===== config.mk =====
export PLATFORM = sky130hd
export DESIGN_NAME = bit_serial_adder
export DESIGN_NICKNAME = d
export VERILOG_FILES = /design/src/rtl/bit_serial_adder.sv
export SDC_FILE = /design/constraint.sdc
export NUM_CORES = 1
export LEC_CHECK = 0
export BUFFER_PORTS_ARGS = -buffer_cell sky130_fd_sc_hd__buf_2
export CAP_MARGIN = 20
export CORE_MARGIN = 3
export CORE_UTILIZATION = 48
export CTS_CLUSTER_DIAMETER = 50
export DETAILED_ROUTE_END_ITERATION = 7
export PLACE_DENSITY = 0.75
export SLEW_MARGIN = 10
export SYNTH_ARGS = -nofsm -noshare
export SYNTH_HDL_FRONTEND = slang
export SYNTH_SLANG_ARGS = --single-unit

===== constraint.sdc =====
create_clock -name clk -period 1.5 [get_ports clk]
set_input_delay 0.15 -clock clk [delete_from_list [all_inputs] [get_ports clk]]
set_output_delay 0.15 -clock clk [all_outputs]
set_load 0.02 [all_outputs]

===== src/rtl/bit_serial_adder.sv =====
// bit_serial_adder: LSB-first bit-serial WIDTH-bit adder built around one
// full-adder cell and a registered carry. Operands arrive on a valid/ready
// handshake; {c_out, sum} leaves on a second valid/ready handshake.
// Optional feature: define SERIAL_SUB_EN to add a `sub` input that turns
// the operation into a - b (c_out = 1 means no borrow).

// Single-bit full adder used as the only arithmetic cell of the serial adder.
module full_adder (
  input  logic a_i,
  input  logic b_i,
  input  logic c_i,
  output logic s_o,
  output logic c_o
);

  // Plain combinational sum/carry of three bits.
  always_comb begin
    s_o = a_i ^ b_i ^ c_i;
    c_o = (a_i & b_i) | (a_i & c_i) | (b_i & c_i);
  end

endmodule

module bit_serial_adder #(
  parameter int unsigned WIDTH = 16
) (
  input  logic             clk,
  input  logic             rst_n,
  input  logic             in_valid,
  output logic             in_ready,
  input  logic [WIDTH-1:0] a,
  input  logic [WIDTH-1:0] b,
  input  logic             c_in,
`ifdef SERIAL_SUB_EN
  input  logic             sub,
`endif
  output logic             out_valid,
  input  logic             out_ready,
  output logic [WIDTH-1:0] sum,
  output logic             c_out
);

  localparam int unsigned CW = (WIDTH > 1) ? $clog2(WIDTH) : 1;

  typedef enum logic [1:0] {
    S_IDLE,
    S_RUN,
    S_DONE
  } state_t;

  state_t           state_q, state_d;
  // acc_sr holds the unconsumed bits of A in its low part and the sum bits
  // produced so far in its high part; after WIDTH shifts it is the sum.
  logic [WIDTH-1:0] acc_sr_q, acc_sr_d;
  logic [WIDTH-1:0] b_sr_q, b_sr_d;
  logic [WIDTH-1:0] sum_q, sum_d;
  logic             carry_q, carry_d;
  logic             c_out_q, c_out_d;
  logic             in_ready_q, in_ready_d;
  logic [CW-1:0]    cnt_q, cnt_d;

  logic             fa_s;
  logic             fa_co;
  logic             accept;
  logic             last_bit;
  logic [WIDTH-1:0] b_load;
  logic             c_load;

`ifdef SERIAL_SUB_EN
  // Subtract mode: a + ~b + 1, so the incoming carry is forced to 1.
  always_comb begin
    b_load = sub ? ~b : b;
    c_load = sub ? 1'b1 : c_in;
  end
`else
  // Add-only build: operands load unchanged.
  always_comb begin
    b_load = b;
    c_load = c_in;
  end
`endif

  full_adder u_fa (
    .a_i (acc_sr_q[0]),
    .b_i (b_sr_q[0]),
    .c_i (carry_q),
    .s_o (fa_s),
    .c_o (fa_co)
  );

  assign accept    = in_valid && in_ready_q;
  assign last_bit  = (cnt_q == '0);
  assign in_ready  = in_ready_q;
  assign out_valid = (state_q == S_DONE);
  assign sum       = sum_q;
  assign c_out     = c_out_q;

  // Next-state logic: sequencing, serial datapath and result capture.
  always_comb begin
    state_d  = state_q;
    acc_sr_d = acc_sr_q;
    b_sr_d   = b_sr_q;
    sum_d    = sum_q;
    carry_d  = carry_q;
    c_out_d  = c_out_q;
    cnt_d    = cnt_q;

    unique case (state_q)
      S_IDLE: begin
        if (accept) begin
          acc_sr_d = a;
          b_sr_d   = b_load;
          carry_d  = c_load;
          cnt_d    = CW'(WIDTH - 1);
          state_d  = S_RUN;
        end
      end
      S_RUN: begin
        acc_sr_d = {fa_s, acc_sr_q[WIDTH-1:1]};
        b_sr_d   = {1'b0, b_sr_q[WIDTH-1:1]};
        carry_d  = fa_co;
        if (last_bit) begin
          sum_d   = {fa_s, acc_sr_q[WIDTH-1:1]};
          c_out_d = fa_co;
          state_d = S_DONE;
        end else begin
          cnt_d = cnt_q - CW'(1);
        end
      end
      S_DONE: begin
        if (out_ready) begin
          state_d = S_IDLE;
        end
      end
      default: begin
        state_d = S_IDLE;
      end
    endcase

    in_ready_d = (state_d == S_IDLE);
  end

  // State and datapath registers; reset discards any partial result.
  always_ff @(posedge clk or negedge rst_n) begin
    if (!rst_n) begin
      state_q    <= S_IDLE;
      acc_sr_q   <= '0;
      b_sr_q     <= '0;
      sum_q      <= '0;
      carry_q    <= 1'b0;
      c_out_q    <= 1'b0;
      in_ready_q <= 1'b0;
      cnt_q      <= '0;
    end else begin
      state_q    <= state_d;
      acc_sr_q   <= acc_sr_d;
      b_sr_q     <= b_sr_d;
      sum_q      <= sum_d;
      carry_q    <= carry_d;
      c_out_q    <= c_out_d;
      in_ready_q <= in_ready_d;
      cnt_q      <= cnt_d;
    end
  end

endmodule


Yosys cells after proc, flatten, opt, wreduce, memory -nomap -nowiden
Cells that the tools add are included.

Memories: 0. Word-level logic and storage cells: 41. Input bits: 37. Output and inout bits: 19. Register bits: 57. Bits in writable memories: 0. Bits in read-only memories: 0. Bits in latches: 0.

Shift-type cells: 0. Reductions and logical operators: 8. Bitwise gates (word level): 7. Add/sub/neg operators: 1. Multiply operators: 0. Divide/modulo/power cells: 0. Magnitude comparators: 0. Equal/unequal tests: 4. Mux-type cells: 13.

Operators by type and width (count): 16-bit one-hot mux with 2 select lines (2); 16-bit two-way mux (2); 4-bit two-way mux (2); 4-bit one-hot mux with 2 select lines (1); 2-bit two-way mux (3); 2-bit one-hot mux with 3 select lines (1); 2-bit zero test (2); 4-bit zero test (1); 2-bit inequality test (second input constant) (2); 2-bit AND reduction (2); 4-bit by 1-bit subtractor with 4-bit output (second input constant) (1); 1-bit AND (3); 3-bit AND reduction (1); 2-bit by 1-bit == test with 1-bit output (second input constant) (1); 2-bit == test (second input constant) (1); 1-bit bitwise OR (2); 1-bit one-hot mux with 2 select lines (1); 2-bit nonzero test (1); 1-bit bitwise XOR (2); 1-bit logical AND (1); 1-bit two-way mux (1).

Logic depth before layout (Yosys ltp)
Depth in word-level cells: 4. Gate-level depth with buffers: 6. Gate-level depth less buffers: 5.

By module
A second synthesis with hierarchy kept.

Cell total of the unflattened synthesis: 216. Area total of the unflattened synthesis: 2471.1 um^2.

By module, submodules not included: bit_serial_adder (cells each 215, seq. area each 1426.4 um^2, instances 1, area each 2451.1 um^2); full_adder (cells each 1, seq. area each 0.0 um^2, instances 1, area each 20.0 um^2).

Worst setup path before layout
OpenSTA, ideal clock, no wires.

Path type: reg-to-reg. Start: reg cnt_q[0]. End: reg c_out_q, in the netlist c_out. Required time: 1.375 ns. Buffers on the path: 1. Clock period less this slack: 1.603 ns. Stages on the path, launching flop included: 7. Arrival: 1.478 ns. Setup time: 0.125 ns. Slack: -0.103 ns. Cell sequence: dfrtp_1 inv_1 ha_1 nor3b_2 nand2_2 buf_6 mux2_4.

Longest elaborated chain between the ends: 2.

Ends and longest elaborated chain: start: declaration (line 60) `logic [CW-1:0] cnt_q, cnt_d;`; start signal: assignment (line 162) `cnt_q <= cnt_d;`; 4-bit zero test (line 92) `assign last_bit = (cnt_q == '0);`; 2-bit AND reduction (no line); end signal: assignment (line 160) `c_out_q <= c_out_d;`; end: declaration (line 58) `logic c_out_q, c_out_d;`.

No other way between the ends. A chain may end at the register's enable or synchronous reset.

Final worst setup path
Start: reg cnt_q[1]. End: reg sum_q[2], in the netlist sum[2].

Longest elaborated chain between the ends: 2.

Ends and longest elaborated chain: 4-bit zero test (line 92); 2-bit AND reduction (no line); end signal: assignment (line 158) `sum_q <= sum_d;`; end: declaration (line 56) `logic [WIDTH-1:0] sum_q, sum_d;`.

No other way between the ends.

==> reports/results.txt <==
synthesized instance count - 216
sequential fraction of the synthesis area - 57.99%
Die Y - 77.59 um
Multi-input gate area - 998.5 um^2
Num CTS Buffers - 9
Reg2Reg Depth - 6
fin crit share - 98.07%
Post-synth top cells - dfrtp_1, nand2_1, nand3_1
Hold Startpoint - b[15]
crit-path cells - inv_1 > ha_2 > nor3b_4 > buf_6 > nand2_8 > mux2_4
TritonRoute pass-1 iters - 4
syn_nets - 255
Slew headroom - 71.83%
initial antenna violation count - 0
die area - 6019 um^2
Setup Viol. Count Final - 0
vias in the first global route - 1791
final WL - 5225 um
P_leak - 0.001562 uW
GRT Residual Overflow - 0
DP HPWL - 3394 um
Max-Cap Viols - 0
H-tree depth reported by CTS - 3
largest net degree at the start of global routing - 58
end of the worst hold path - b_sr_q[15]$_DFFE_PN0P_
post-layout util - 64.65%
post-synthesis area per instance - 11.39 um^2
CP Class - register to register
Tightest Pin Transition - 421.7 ps
crit path capture type - register
post-synth top area share - 57.99%
via count - 1874
Pwr per Cell Area - 2237 nW/um^2
drt drc - 0
Async S/R FF share, synth - 100.0%
Yosys reg bits - 57
Post-synth top flop - dfrtp_1
top-level I/O count - 56
number of synthesized flops with an enable pin - 0
Core Region - 4848 um^2
clk slew on worst S/H paths - 60 ps
Slew Viols, Final - 0
first-pass GRT wire length - 8666 um
synth top area cells - dfrtp_1, a22oi_1, mux2_4
clock skew - 5.563 ps
Reg-to-Reg End - sum[2]$_DFFE_PN0P_
Critical R2R Launch - cnt_q[1]$_DFFE_PN0P_
Netlist cell types - 32
clock buffer depth - 2
P&R area growth vs syn - 27.42%
CTS sink cnt - 57
FF-to-FF setup slack - 30 ps
hold depth - 3
RSZ-0062 raised after global routing - true
Data arrival, critical path - 1680 ps
Max Freq - 679.8 MHz
outcome - finished clean
cell with the most instances after synthesis - dfrtp_1
layout cells sized above 1 - 37.63%
Initial Util - 50.74%
Max FO, Critical Path - 5
crit path launch type - register
CP startpoint - cnt_q[1]$_DFFE_PN0P_
# fillers - 383
Routed Antenna Nets - 0
cell taking the most area after synthesis - dfrtp_1
GRT Overall Usage - 18.30%
Final Hold Fails - 0
layout net count - 323
DR vias/cell - 5.294
root buf cell - clkbuf_8
Port Buffers - 55
fin cells - 354
placement row count - 25
Synth warnings - 0
WL per Instance - 14.76 um
CTS tree - built
drt initial violations - 147
clock latency at the later pin of the worst-skew pair - 320 ps
Final Critical Period - 1471 ps
Worst VDD drop - 1.089 mV
Worst Path Required - 1700 ps
Hold Crit Class - input pin to register
RePlAce Congestion - 0.7377
FF+latch area - 1428 um^2
chip width - 77.59 um
Post-Synthesis Cell Area - 2460 um^2
placed cell count - 335
# diodes - 0
Slowest Stage Delay on Critical Path - 370 ps
CP max-delay cell - dfrtp_1
==> critical path, delay by kind of cell, from the launching register on <==
| family | cells | cell delay, ps |
|---|---|---|
| adder cells (fa/ha/maj) | 1 | 160 |
| flip-flops | 1 | 370 |
| multiplexers | 1 | 310 |
| buffers and inverters | 2 | 230 |
| AND/OR/NAND/NOR | 2 | 270 |
==> cell usage in the layout (no fill, tap or decap), types with 2 or more instances in the layout <==
cell,n
a21oi_1,2
a22oi_1,20
buf_12,3
buf_2,55
buf_4,12
clkbuf_1,3
clkbuf_8,11
dfrtp_1,56
inv_1,4
mux2_2,8
mux2_4,9
mux2i_1,2
nand2_1,22
nand2_8,2
nand3_1,21
nor2_1,13
nor2_2,2
nor3_1,10
o21ai_0,2
o22ai_1,11
==> logic make-up (layout without fill, tap and decap cells) <==
kind of cell	Yosys count	count (layout)	share of synthesized area, %
flops	57	57	57.99
simple gates	76	78	14.80
compound gates	40	40	11.44
xor+xnor	1	1	0.3561
fa+ha+maj	2	2	1.322
buf+inv	21	90	4.120
mux	19	19	9.970
==> metrics by stage <==
step / power, uW / hold slack, ps / instance area [um^2] / worst slack, ps / TNS [ps]
after floorplan: 4747 / -145.6 / 2477 / -60.12 / -541.1
after CTS: 7004 / 15.42 / 3102 / 28.90 / 0
after global routing: 7528 / 37.06 / 3134 / -64.85 / -976.0
after global placement: 5599 / 173.5 / 2892 / 5.243 / 0
after detailed placement: 5700 / 175.7 / 2892 / -20.48 / -171.4
final: 7010 / 29.31 / 3134 / 28.99 / 0
==> layer usage <==
metal | track usage, % | routed length (um)
met3 | 3.828 | 216
met2 | 26.54 | 2376
met5 | 0 | 0
met1 | 26.22 | 2532
met4 | 8.541 | 99
==> registers in the layout (all words and copies together), names as in the netlist <==
signal	count
carry_q	1
acc_sr_q	16
state_q	2
in_ready	1
c_out	1
cnt_q	4
b_sr_q	16
sum	16
==> report_power, final <==
group / internal [uW] / total [uW] / switching [uW]
Sequential: 2270 / 2740 / 474
Combinational: 1410 / 3060 / 1640
Clock: 674 / 1210 / 540
Total: 4350 / 7010 / 2660
==> how the worst max path moves through the flow <==
stage                     endpoint  cells past startpoint
5_1_grt        sum[11]$_DFFE_PN0P_                      6
6_report        sum[2]$_DFFE_PN0P_                      6
4_1_cts         sum[8]$_DFFE_PN0P_                      6
3_5_place_dp    sum[2]$_DFFE_PN0P_                      5
3_3_place_gp    sum[1]$_DFFE_PN0P_                      5
2_1_floorplan    c_out$_DFFE_PN0P_                      6
==> cell type report <==
class                      instances  area share, %
clock buffer                      14          5.190
sequential                        57          45.55
timing repair buffer              72          14.25
tap                               67          2.675
multi-input combinational        140          31.86
inverter                           4         0.4790
==> what timing repair did <==
action                                  in CTS  in global routing
hold endpoints to repair                    57                  0
endpoints found under the setup margin      17                 19
setup buffers                                2                  0
hold buffers                                 1                  0
gates cloned                                 2                  0
gates resized for setup                      2                  7
No activity file was read; power rests on OpenSTA's default activity.
